==> src/rtl/dmem_arb_pkg.sv <==
// rtl/dmem_arb_pkg.sv - shared types and constants for the data-memory arbiter
package dmem_arb_pkg;

  localparam int ADDR_W_DEF   = 6;
  localparam int DATA_W_DEF   = 32;
  localparam int LOCK_MAX_DEF = 8;

  localparam logic P_CPU = 1'b0;
  localparam logic P_DMA = 1'b1;

  typedef enum logic [1:0] {
    IDLE = 2'd0,
    OWN0 = 2'd1,
    OWN1 = 2'd2
  } arb_state_e;

  function automatic logic [1:0] own_state(input logic port);
    logic [1:0] s;
    s = port ? OWN1 : OWN0;
    return s;
  endfunction

endpackage

==> src/rtl/dmem_arbiter_if.sv <==
// rtl/dmem_arbiter_if.sv - one requester port of the data-memory arbiter
// lock signal exists only when DMEM_ARB_LOCK_EN is defined
interface dmem_arbiter_if #(
  parameter int ADDR_W = dmem_arb_pkg::ADDR_W_DEF,
  parameter int DATA_W = dmem_arb_pkg::DATA_W_DEF
);
  logic              req;
  logic              we;
  logic [ADDR_W-1:0] addr;
  logic [DATA_W-1:0] wdata;
  logic              gnt;
  logic [DATA_W-1:0] rdata;
  logic              rvalid;
`ifdef DMEM_ARB_LOCK_EN
  logic              lock;
`endif

  modport master (
    output req, we, addr, wdata,
    input  gnt, rdata, rvalid
`ifdef DMEM_ARB_LOCK_EN
    , output lock
`endif
  );

  modport slave (
    input  req, we, addr, wdata,
    output gnt, rdata, rvalid
`ifdef DMEM_ARB_LOCK_EN
    , input lock
`endif
  );

endinterface

==> src/rtl/dmem_arb_rr.sv <==
// rtl/dmem_arb_rr.sv - two-way round-robin picker
module dmem_arb_rr
  import dmem_arb_pkg::*;
(
  input  logic [1:0] req,
  input  logic       last,
  output logic       winner,
  output logic       valid
);

  always_comb begin
    valid  = |req;
    // Under contention the port that was not served last wins.
    if (&req) winner = ~last;
    else      winner = req[P_DMA] ? P_DMA : P_CPU;
  end

endmodule

==> src/rtl/dmem_arbiter.sv <==
// rtl/dmem_arbiter.sv - round-robin arbiter sharing one data memory between two ports
// Optional beat locking enabled by DMEM_ARB_LOCK_EN
module dmem_arbiter
  import dmem_arb_pkg::*;
#(
  parameter int ADDR_W = ADDR_W_DEF,
  parameter int DATA_W = DATA_W_DEF
`ifdef DMEM_ARB_LOCK_EN
  , parameter int LOCK_MAX = LOCK_MAX_DEF
`endif
) (
  input  logic              clk,
  input  logic              reset,
  dmem_arbiter_if.slave     m0,
  dmem_arbiter_if.slave     m1,
  output logic              mem_we,
  output logic [ADDR_W-1:0] mem_addr,
  output logic [DATA_W-1:0] mem_wdata,
  input  logic [DATA_W-1:0] mem_rdata
);

  localparam logic [1:0] S_IDLE = IDLE;
  localparam logic [1:0] S_OWN0 = OWN0;
  localparam logic [1:0] S_OWN1 = OWN1;

  logic [1:0]        state_q, state_d;
  logic              last_q, last_d;
  logic [DATA_W-1:0] rdata0_q, rdata0_d, rdata1_q, rdata1_d;
  logic              rvalid0_q, rvalid0_d, rvalid1_q, rvalid1_d;

  logic [1:0] req;
  logic       owner;
  logic       own_valid;
  logic       beat;
  logic       sel_we;
  logic       other_req;
  logic       rr_winner;
  logic       rr_valid;
  logic [1:0] rr_state;

`ifdef DMEM_ARB_LOCK_EN
  localparam int CNT_W = $clog2(LOCK_MAX + 1);
  localparam logic [CNT_W-1:0] LOCK_LAST = CNT_W'(LOCK_MAX - 1);
  localparam logic [CNT_W-1:0] LOCK_SAT  = CNT_W'(LOCK_MAX);

  logic [CNT_W-1:0] lock_cnt_q, lock_cnt_d;
  logic             sel_lock;
`endif

  assign req = {m1.req, m0.req};

  dmem_arb_rr u_rr (
    .req    (req),
    .last   (last_q),
    .winner (rr_winner),
    .valid  (rr_valid)
  );

  always_comb begin
    owner     = (state_q == S_OWN1);
    own_valid = (state_q == S_OWN0) || (state_q == S_OWN1);
    beat      = own_valid & req[owner];
    sel_we    = owner ? m1.we : m0.we;
    other_req = req[~owner];
    rr_state  = rr_valid ? own_state(rr_winner) : S_IDLE;
  end

  assign m0.gnt = beat & ~owner;
  assign m1.gnt = beat & owner;

  always_comb begin
    mem_we    = 1'b0;
    mem_addr  = '0;
    mem_wdata = '0;
    if (own_valid) begin
      mem_we    = beat & sel_we;
      mem_addr  = owner ? m1.addr  : m0.addr;
      mem_wdata = owner ? m1.wdata : m0.wdata;
    end
  end

  // Read data is captured at the granted edge and held until that port's next read.
  always_comb begin
    rdata0_d  = rdata0_q;
    rdata1_d  = rdata1_q;
    rvalid0_d = 1'b0;
    rvalid1_d = 1'b0;
    if (m0.gnt && !m0.we) begin
      rdata0_d  = mem_rdata;
      rvalid0_d = 1'b1;
    end
    if (m1.gnt && !m1.we) begin
      rdata1_d  = mem_rdata;
      rvalid1_d = 1'b1;
    end
  end

  assign m0.rdata  = rdata0_q;
  assign m0.rvalid = rvalid0_q;
  assign m1.rdata  = rdata1_q;
  assign m1.rvalid = rvalid1_q;

`ifdef DMEM_ARB_LOCK_EN
  assign sel_lock = owner ? m1.lock : m0.lock;
`endif

  // An owner with its request dropped behaves exactly like IDLE.
  always_comb begin
    state_d = rr_state;
    last_d  = last_q;
`ifdef DMEM_ARB_LOCK_EN
    lock_cnt_d = '0;
`endif
    if (beat) begin
      last_d  = owner;
      state_d = other_req ? own_state(~owner) : own_state(owner);
`ifdef DMEM_ARB_LOCK_EN
      if (sel_lock) begin
        if (lock_cnt_q < LOCK_LAST) begin
          state_d    = own_state(owner);
          lock_cnt_d = lock_cnt_q + 1'b1;
        end else if (!other_req) begin
          lock_cnt_d = LOCK_SAT;
        end
      end
`endif
    end
  end

  always_ff @(posedge clk or posedge reset) begin
    if (reset) begin
      state_q   <= S_IDLE;
      last_q    <= P_DMA;
      rdata0_q  <= '0;
      rdata1_q  <= '0;
      rvalid0_q <= 1'b0;
      rvalid1_q <= 1'b0;
`ifdef DMEM_ARB_LOCK_EN
      lock_cnt_q <= '0;
`endif
    end else begin
      state_q   <= state_d;
      last_q    <= last_d;
      rdata0_q  <= rdata0_d;
      rdata1_q  <= rdata1_d;
      rvalid0_q <= rvalid0_d;
      rvalid1_q <= rvalid1_d;
`ifdef DMEM_ARB_LOCK_EN
      lock_cnt_q <= lock_cnt_d;
`endif
    end
  end

endmodule

==> src/flat_wrapper.sv <==
// flat-port wrapper written by rule: the top's interface ports become plain ports
module dmem_arbiter_flat import dmem_arb_pkg::*;
#(
  parameter int ADDR_W = ADDR_W_DEF,
  parameter int DATA_W = DATA_W_DEF

)
  (clk, reset, mem_we, mem_addr, mem_wdata, mem_rdata, m0_req, m0_we, m0_addr, m0_wdata, m0_gnt, m0_rdata, m0_rvalid, m1_req, m1_we, m1_addr, m1_wdata, m1_gnt, m1_rdata, m1_rvalid);
  dmem_arbiter_if #(.ADDR_W(ADDR_W), .DATA_W(DATA_W)) m0_i ();
  dmem_arbiter_if #(.ADDR_W(ADDR_W), .DATA_W(DATA_W)) m1_i ();
  input  logic clk;
  input  logic reset;
  output logic mem_we;
  output logic [ADDR_W-1:0] mem_addr;
  output logic [DATA_W-1:0] mem_wdata;
  input  logic [DATA_W-1:0] mem_rdata;
  input wire logic [$bits(m0_i.req)-1:0] m0_req;
  input wire logic [$bits(m0_i.we)-1:0] m0_we;
  input wire logic [$bits(m0_i.addr)-1:0] m0_addr;
  input wire logic [$bits(m0_i.wdata)-1:0] m0_wdata;
  output wire logic [$bits(m0_i.gnt)-1:0] m0_gnt;
  output wire logic [$bits(m0_i.rdata)-1:0] m0_rdata;
  output wire logic [$bits(m0_i.rvalid)-1:0] m0_rvalid;
  input wire logic [$bits(m1_i.req)-1:0] m1_req;
  input wire logic [$bits(m1_i.we)-1:0] m1_we;
  input wire logic [$bits(m1_i.addr)-1:0] m1_addr;
  input wire logic [$bits(m1_i.wdata)-1:0] m1_wdata;
  output wire logic [$bits(m1_i.gnt)-1:0] m1_gnt;
  output wire logic [$bits(m1_i.rdata)-1:0] m1_rdata;
  output wire logic [$bits(m1_i.rvalid)-1:0] m1_rvalid;
  assign m0_i.req = m0_req;
  assign m0_i.we = m0_we;
  assign m0_i.addr = m0_addr;
  assign m0_i.wdata = m0_wdata;
  assign m0_gnt = m0_i.gnt;
  assign m0_rdata = m0_i.rdata;
  assign m0_rvalid = m0_i.rvalid;
  assign m1_i.req = m1_req;
  assign m1_i.we = m1_we;
  assign m1_i.addr = m1_addr;
  assign m1_i.wdata = m1_wdata;
  assign m1_gnt = m1_i.gnt;
  assign m1_rdata = m1_i.rdata;
  assign m1_rvalid = m1_i.rvalid;
  dmem_arbiter #(.ADDR_W(ADDR_W), .DATA_W(DATA_W)) u_core (.clk(clk), .reset(reset), .m0(m0_i), .m1(m1_i), .mem_we(mem_we), .mem_addr(mem_addr), .mem_wdata(mem_wdata), .mem_rdata(mem_rdata));
endmodule
==> config.mk <==
export PLATFORM = sky130hd
export DESIGN_NAME = dmem_arbiter_flat
export DESIGN_NICKNAME = d
export VERILOG_FILES = /design/src/rtl/dmem_arb_pkg.sv /design/src/rtl/dmem_arbiter_if.sv /design/src/rtl/dmem_arb_rr.sv /design/src/rtl/dmem_arbiter.sv /design/src/flat_wrapper.sv
export SDC_FILE = /design/constraint.sdc
export NUM_CORES = 1
export LEC_CHECK = 0
export ABC_AREA = 1
export BUFFER_PORTS_ARGS = -buffer_cell sky130_fd_sc_hd__buf_4
export CORE_MARGIN = 10
export CORE_UTILIZATION = 39
export CTS_BUF_LIST = sky130_fd_sc_hd__clkbuf_16
export CTS_CLUSTER_DIAMETER = 200
export DETAILED_ROUTE_END_ITERATION = 8
export HOLD_SLACK_MARGIN = 0.08
export MAX_ROUTING_LAYER = met4
export PLACE_DENSITY = 0.85
export SYNTH_ARGS = -nofsm -noshare
export SYNTH_HDL_FRONTEND = slang
export SYNTH_HIERARCHICAL = 1
export SYNTH_SLANG_ARGS = --single-unit
==> constraint.sdc <==
create_clock -name clk -period 1.7 [get_ports clk]
set_input_delay 0.085 -clock clk [delete_from_list [all_inputs] [get_ports clk]]
set_output_delay 0.085 -clock clk [all_outputs]
set_load 0.02 [all_outputs]
==> impl_metrics.ini, run 1 <==
[timing]
worstMarginPinSlew_ps = 565
slew-limit-headroom = 0.623
hold_slack_ps = 184
period_minus_slack_ps = 1760
setup_viol = 35
worst_slack_ps = -55.9
final.setup_skew_ps = 12.1
hold_viol_final = 0
max_freq_mhz = 569
period_share = 1.03
rsz0062_at_grt = yes
maxSlewViolCount = 0

[placed_design]
io_buffers = 220
post-place-ws_ps = 37.8
gpl.final_weighted_congestion = 0.867
place_inst = 784
dp_hpwl_mm = 10.9

[floorplan]
die_area_um2 = 13300
fp.dieH_um = 116
rows = 34
core_region_area_um2 = 8810
dieWidth_um = 116
start_util = 0.404
ios = 221

[cts]
path_clk_slew_ps = 60
htreeDepth = 3
clk_path_buf_depth = 2
cts_buffers = 9
cts_tree = done
cts_root_buf = clkbuf_16
cts.sink_count = 69
clk_latency_ps = 330

[synth]
ys_warn_count = 6
ys_seq_area_frac = 0.486
synth_area_leaders = dfrtp_1 (48%), nand2_1 (14%), o21ai_0 (9.6%)
yosysTopAreaCellShare = 0.478
syn_avg_cell_area_um2 = 7.57
ys_types = 24
synth_cells = 470
yosys.area.top_type = dfrtp_1
ys_ff_latch = 69
synthesis.nets = 586
syn_area_um2 = 3560

[layout]
area_growth_pct = 89.2
final_cells = 853
num_antenna_cells = 0
layout_common_cells = buf_4 (220), nand2_1 (102), dfrtp_1 (67)
final_util = 0.764
drive_gt1_frac = 0.478
nNetsFinal = 856
final_common_cell = buf_4
fillers = 593

[critical_path]
regToRegSetupSlack_ps = -60
r2r_cells = 10
cp.arrival_ps = 2020
crit_path_max_fanout = 5
cp-start-kind = register
startpoint = u_core/state_q[1]
r2r-start = u_core/state_q[1]
crit_path_end_kind = register
crit_type = reg -> reg
crit_end = u_core/m1.rdata[17]
reg2reg_to = u_core/m1.rdata[17]
required_ps = 1960

[route]
post_drt_via_cell_ratio = 5.08
dr.pass1.iters = 5
num_vias = 4331
wl_mm = 16.1
wl_per_cell_um = 18.8
drt.antenna.violating_nets = 0
drtIter0Drc = 403
drc = 0

[run_status]
status = finished, violations left
violations = negative setup slack

[global_route]
grt.total_usage = 0.224
grt-ovfl-total = 0
antenna_found_initial = 0
grt_pass1_vias = 4413
grt_max_degree = 39
grt_pass1_wl_mm = 23.3

[pwr]
pwr-share-clk = 0.132
ir_worst_vdd_mv = 0.986
power_density_nw_per_um2 = 2090
seq_power_share = 0.204
switching_share = 0.451
p_sw_mw = 6.35
p_int_mw = 7.72
combPwrFrac = 0.664
cellLeakagePower_nw = 3.56

[hold_path]
hold_class = in -> reg
hold_start = m0_req

[job]
drv_cap = 0
[logic make-up after synthesis]
kind of cell | share of synthesized area
fa+ha+maj | 0.00703
simple gates | 0.247
compound gates | 0.171
flops | 0.486
buf+inv | 0.0865
mux | 0.00281
[routing by layer]
| layer | vias to the layer above | part of all wire | GRT usage |
|---|---|---|---|
| met4 | 0 | 0.020 | 0.0794 |
| met3 | 25 | 0.084 | 0.0579 |
| met5 | - | 0 | - |
| met2 | 225 | 0.54 | 0.413 |
| li1 | 2014 | - | - |
| met1 | 2067 | 0.35 | 0.223 |
[synth_stat cells, drive strengths merged]
cell	instances
mux2i	1
nand2	136
a21oi	1
nand3b	1
inv	42
o21bai	32
clkbuf	15
nand4	1
dfstp	1
o21ai	71
o211ai	1
or2	1
nand3	2
nor2	79
dfrtp	68
buf	16
ha	2
[per-stage QoR]
| stage | setup TNS (ps) | total power [mW] | area, um2 |
|---|---|---|---|
| floorplan | 0 | 6.97 | 3600 |
| global placement | 0 | 10.3 | 5460 |
| detailed placement | 0 | 10.5 | 5460 |
| CTS | -1250 | 13.4 | 6340 |
| global route | -5080 | 14.8 | 6730 |
| finish | -972 | 14.1 | 6730 |
[timing repair]
item	CTS	global route
buffers inserted	5	7
pin swaps	4	16
hold buffers	33	0
gates resized for setup	50	103
endpoints found under the setup margin	41	62
hold endpoints to repair	85	0
gates cloned	3	6
[state kept, by name (all words and copies together), names as in the netlist]
signal            cells
u_core/m0.rdata      32
u_core/m1.rdata      32
u_core/state_q        2
u_core/last_q         1
u_core/m0.rvalid      1
u_core/m1.rvalid      1
[power groups by stage]
stage / Clock [mW] / Combinational [mW] / Sequential, mW
after floorplan: 0 / 3.33 / 3.64
after global placement: 0 / 7.51 / 2.80
after detailed placement: 0 / 7.71 / 2.82
after CTS: 1.88 / 8.69 / 2.83
after global routing: 1.94 / 9.94 / 2.94
final: 1.86 / 9.34 / 2.86
[how the worst min path moves through the flow]
stage                                      to  slack [ps]  cells after the start
after CTS                   u_core/state_q[1]         130                      4
final                       u_core/state_q[1]         180                      4
after detailed placement   u_core/m1.rdata[0]         180                      2
after global routing        u_core/state_q[1]         190                      4
after floorplan           u_core/m0.rdata[28]         200                      2
after global placement      u_core/state_q[0]         160                      2
[critical path, stage by stage, from the launching register on]
cell and delay (ps):
dfrtp_2 440, ha_4 270, inv_8 70, buf_8 120, nand3_4 90, buf_6 140, nor2_4 150, buf_6 140
buf_12 130, nand2_2 60, nand2_1 80
[layout make-up]
cell class	count	area, um2	area share
repair buffers	290	2610	0.387
clock buffers	9	225	0.0335
inverters	42	176	0.0262
well taps	108	135	0.0201
flip-flops and latches	69	1730	0.257
multi-input cells	328	1790	0.266
clock inverters	7	72.6	0.0108
Note: power is estimated with default switching activity, not from simulation.
==> run 2, diff against run 1 <==
--- a/config.mk
+++ b/config.mk
@@ -6,15 +6,16 @@
 export NUM_CORES = 1
 export LEC_CHECK = 0
 export ABC_AREA = 1
-export BUFFER_PORTS_ARGS = -buffer_cell sky130_fd_sc_hd__buf_4
 export CORE_MARGIN = 10
-export CORE_UTILIZATION = 39
+export CORE_UTILIZATION = 51
 export CTS_BUF_LIST = sky130_fd_sc_hd__clkbuf_16
 export CTS_CLUSTER_DIAMETER = 200
 export DETAILED_ROUTE_END_ITERATION = 8
+export DONT_BUFFER_PORTS = 1
+export GPL_TIMING_DRIVEN = 0
 export HOLD_SLACK_MARGIN = 0.08
 export MAX_ROUTING_LAYER = met4
-export PLACE_DENSITY = 0.85
+export PLACE_DENSITY = 0.77
 export SYNTH_ARGS = -nofsm -noshare
 export SYNTH_HDL_FRONTEND = slang
 export SYNTH_HIERARCHICAL = 1
==> run 2 against run 1 <==
Against the previous run:
- the run still ends with negative setup slack left
- clock power decreased by 2%
- global-route usage increased by 1.4 points
- non-clock buffer count decreased by 199
- count of clock-buffer cells in the layout unchanged
- critical path depth decreased by 4
- power decreased by 16%
- clock skew decreased by 5.9 ps
- sequential share of layout area increased by 8.5 points
- final cell count decreased by 25%
- die area decreased by 20%
- first-iteration DRC count decreased by 43%
- flip-flop and latch count unchanged
- largest power group unchanged
==> impl_metrics.ini, run 2 (synthesis results as in run 1) <==
[route]
drtIter0Drc = 229
wl_mm = 14.1
num_vias = 3548
dr.pass1.iters = 5
drc = 0
wl_per_cell_um = 21.9
post_drt_via_cell_ratio = 5.52
drt.antenna.violating_nets = 0

[placed_design]
io_buffers = 0
post-place-ws_ps = -413
dp_hpwl_mm = 9.35
gpl.final_weighted_congestion = 0.783

[critical_path]
cp_slowest_cell = dfrtp_2
path_cells = ha_4 -> inv_6 -> buf_8 -> buf_8 -> o21ai_1 -> nor2_2
crit_buf_inv = 3
crit_path_max_fanout = 7
cp.arrival_ps = 1670
required_ps = 1620
cp_top_family = flip-flops
crit_type = reg -> out
cp-start-kind = register
cp_common_cell = buf_8
cpPeakStageDelay_ps = 430
crit_path_end_kind = output pin

[timing]
slew-limit-headroom = 0.576
final.setup.tns_ps = -450
max_freq_mhz = 571
maxSlewViolCount = 0
rsz0062_at_grt = yes
period_share = 1.03
worstMarginPinSlew_ps = 634
period_minus_slack_ps = 1750
hold_viol_final = 0
worst_slack_ps = -52.1
final.setup_skew_ps = 6.19
setup_viol = 15

[layout]
fillers = 485
drive_gt1_frac = 0.280
area_growth_pct = 42.1
nNetsFinal = 659
final_common_cell = nand2_1
num_antenna_cells = 0
layout_common_cells = nand2_1 (121), dfrtp_1 (67), o21ai_0 (40)

[global_route]
grt-ovfl-total = 0
grt_pass1_wl_mm = 20.2
grt_max_degree = 43
antenna_found_initial = 0
grt.total_usage = 0.238
grt_pass1_vias = 3569

[job]
drv_cap = 0

[floorplan]
fp.dieH_um = 104
rows = 30
dieWidth_um = 104
ios = 221
die_area_um2 = 10700
start_util = 0.524
core_region_area_um2 = 6790

[cts]
clk_path_buf_depth = 2
clk_latency_ps = 330
htreeDepth = 3
cts_root_buf = clkbuf_16
cts_buffers = 9
path_clk_slew_ps = 50
cts.sink_count = 69
cts_tree = done

[pwr]
ir_worst_vdd_mv = 1.12
cellLeakagePower_nw = 2.38
power_density_nw_per_um2 = 2330

[hold_path]
hold_class = in -> reg

[run_status]
status = finished, violations left
violations = negative setup slack
## run 2: metrics by stage
stage               cells  utilization  power, mW  area (um2)  hold WS, ps
finish                643        0.744       11.8        5060          154
global route          643        0.744       12.4        5060          208
CTS                   624        0.683       10.8        4640          160
detailed placement    567        0.551       8.00        3740         62.5
global placement      566        0.548       7.81        3720          203
floorplan             470            -       6.97        3600          202
## run 2: routing by layer
metal / global-route usage / share of wire / up-vias
li1: - / - / 1623
met1: 0.234 / 0.34 / 1667
met3: 0.0892 / 0.093 / 40
met5: - / 0 / -
met2: 0.423 / 0.53 / 218
met4: 0.0776 / 0.032 / 0
## run 2: tightest hold or removal path, stage by stage
cell and delay [ps]:
o211ai_1 120, buf_4 170, nand2_1 50, nand2_1 40
## run 2: area by class of cell
cell class | count | area [um2] | area share
well taps | 96 | 120 | 0.0238
repair buffers | 60 | 632 | 0.125
flip-flops and latches | 69 | 1730 | 0.342
multi-input cells | 330 | 1840 | 0.364
clock inverters | 6 | 63.8 | 0.0126
inverters | 42 | 176 | 0.0349
clock buffers | 9 | 225 | 0.0445
plain buffers | 31 | 268 | 0.0529
## run 2: where the power goes
group | leakage (nW) | switching (mW) | internal [mW]
sequential | 0.859 | 1.50 | 2.39
clock | 0.138 | 0.692 | 1.13
combinational | 1.39 | 3.80 | 2.29
## run 2: final timing paths
check                                      end  cells after the start  slack, ps              start
max in group asynchronous        u_core/last_q                      3        710              reset
max                              mem_wdata[11]                      6        -50  u_core/state_q[1]
max reg2reg                u_core/m0.rdata[21]                      9         20  u_core/state_q[1]
min                              u_core/last_q                      4        150             m0_req
min in group asynchronous  u_core/m0.rdata[23]                      2        330              reset
min reg2reg                      u_core/last_q                      2        470      u_core/last_q
## run 2: timing repair
item | in CTS | in global routing
gates resized for setup | 84 | 94
setup buffers | 4 | 9
hold endpoints to repair | 94 | 0
cloned | 2 | 10
hold buffers | 36 | 0
pin swaps | 22 | 36
setup endpoints to repair | 85 | 98
==> run 3, diff against run 2 <==
--- a/config.mk
+++ b/config.mk
@@ -20,3 +20,4 @@
 export SYNTH_HDL_FRONTEND = slang
 export SYNTH_HIERARCHICAL = 1
 export SYNTH_SLANG_ARGS = --single-unit
+export TNS_END_PERCENT = 10
==> run 3 against run 2 <==
Against the previous run:
- the run still ends with negative setup slack left
- register-to-register slack got worse by 20 ps
- core utilization decreased by 0.35 points
- final area decreased by 0.47%
- critical path depth unchanged
- first-iteration DRC count decreased by 9.6%
- critical path type unchanged
- largest power group unchanged
==> impl_metrics.ini, run 3 (synthesis results as in run 1) <==
[pwr]
power_density_nw_per_um2 = 2420
cellLeakagePower_nw = 2.34
pwr-share-clk = 0.174
p_sw_mw = 6.06
switching_share = 0.499
total_power_mw = 12.2
seq_power_share = 0.320
combPwrFrac = 0.506
ir_worst_vdd_mv = 1.01
p_int_mw = 6.10

[timing]
rsz0062_at_grt = yes
slew-limit-headroom = 0.497
period_share = 1.03
worst_slack_ps = -49.1
max_freq_mhz = 572
hold_slack_ps = 147
period_minus_slack_ps = 1750
final.setup_skew_ps = 8.84
setup_viol = 18
maxSlewViolCount = 0
worstMarginPinSlew_ps = 753
hold_viol_final = 0

[route]
dr.pass1.iters = 4
drc = 0
wl_mm = 13.7
wl_per_cell_um = 21.8
drt.antenna.violating_nets = 0
post_drt_via_cell_ratio = 5.51
drtIter0Drc = 207
num_vias = 3473

[placed_design]
gpl.final_weighted_congestion = 0.835
dpl_cell_area_um2 = 3700
io_buffers = 0
dp_hpwl_mm = 9.14
place_inst = 567

[run_status]
status = finished, violations left
violations = negative setup slack

[hold_path]
hold_depth = 4
hold_start = m0_req
whs_endpoint = u_core/m0.rdata[29]
hold_class = in -> reg

[floorplan]
dieWidth_um = 104
core_region_area_um2 = 6790
die_area_um2 = 10700
fp.dieH_um = 104
start_util = 0.524
ios = 221
rows = 30

[global_route]
grt_max_degree = 36
grt_pass1_vias = 3497
antenna_found_initial = 1
grt_pass1_wl_mm = 20.3
grt.total_usage = 0.242
grt-ovfl-total = 0

[critical_path]
crit_path_max_fanout = 5
cp.arrival_ps = 1660
required_ps = 1620
r2r-start = u_core/state_q[0]
crit_type = reg -> out
regToRegSetupSlack_ps = 0
crit_path_end_kind = output pin
r2r_cells = 9
reg2reg_to = u_core/m0.rdata[23]
cp-start-kind = register

[layout]
final_cells = 630
fin_area_um2 = 5030
final_util = 0.741
final_common_cell = nand2_1
area_growth_pct = 41.5
layout_common_cells = nand2_1 (135), dfrtp_1 (68), o21ai_0 (44)
multi_input_area_um2 = 1900
fillers = 460
drive_gt1_frac = 0.265
seq_area_um2 = 1730
nNetsFinal = 645

[cts]
cts_buffers = 9
cts_root_buf = clkbuf_16
path_clk_slew_ps = 50
cts.sink_count = 69
clk_latency_ps = 330
htreeDepth = 3
clk_path_buf_depth = 2
cts_tree = done

[job]
drv_cap = 0
## run 3: critical path, stage by stage, from the launching register on
cell	delay, ps
dfrtp_1	370
inv_2	100
ha_4	230
inv_6	80
clkbuf_4	150
o21ai_0	150
nor2_2	260
## run 3: how the worst max path moves through the flow
stage / from / end / slack (ps) / cells past startpoint
2_1_floorplan: u_core/state_q[0] / mem_wdata[18] / -20 / 7
3_3_place_gp: u_core/state_q[0] / mem_wdata[25] / -340 / 7
3_5_place_dp: u_core/state_q[1] / mem_wdata[25] / -370 / 6
4_1_cts: u_core/state_q[1] / mem_wdata[25] / -140 / 6
5_1_grt: u_core/state_q[0] / m0_gnt / -120 / 7
6_report: u_core/state_q[0] / mem_addr[0] / -50 / 6
## run 3: layout make-up
cell class / count / share of cell area
timing repair buffer: 48 / 0.0982
antenna: 1 / 0.000497
inverter: 42 / 0.0341
clock buffer: 9 / 0.0447
sequential: 69 / 0.343
clock inverter: 6 / 0.0221
multi-input combinational: 328 / 0.377
buffer: 31 / 0.0564
tap: 96 / 0.0239
## run 3: layer usage
metal  part of all wire  vias up  global-route usage  routed length (um)
met5                  0        -                   -                   0
met4              0.026        0              0.0887                 361
met3              0.092       23              0.0830                1270
met2               0.52      189               0.414                7150
met1               0.36     1663               0.251                4950
li1                   -     1598                   -                   -
## run 3: what timing repair did
action | 4_1_cts | 5_1_grt
hold buffers | 36 | 0
setup endpoints to repair | 90 | 99
hold endpoints to repair | 101 | 0
cloned | 3 | 0
buffers inserted | 4 | 4
pin swaps | 23 | 35
resized for setup | 129 | 69
## run 3: metrics by stage
stage	TNS [ps]	setup WS, ps
floorplan	-179	-17.1
global placement	-4850	-342
detailed placement	-6470	-369
CTS	-3780	-136
global route	-3900	-118
finish	-334	-49.1
## run 3: power groups by stage
| stage | clock network [mW] | logic, mW | registers, mW |
|---|---|---|---|
| global route | 2.23 | 6.63 | 3.99 |
| CTS | 2.14 | 5.47 | 3.90 |
| global placement | 0 | 3.80 | 3.90 |
| finish | 2.12 | 6.15 | 3.89 |
| floorplan | 0 | 3.22 | 3.64 |
| detailed placement | 0 | 3.93 | 3.91 |
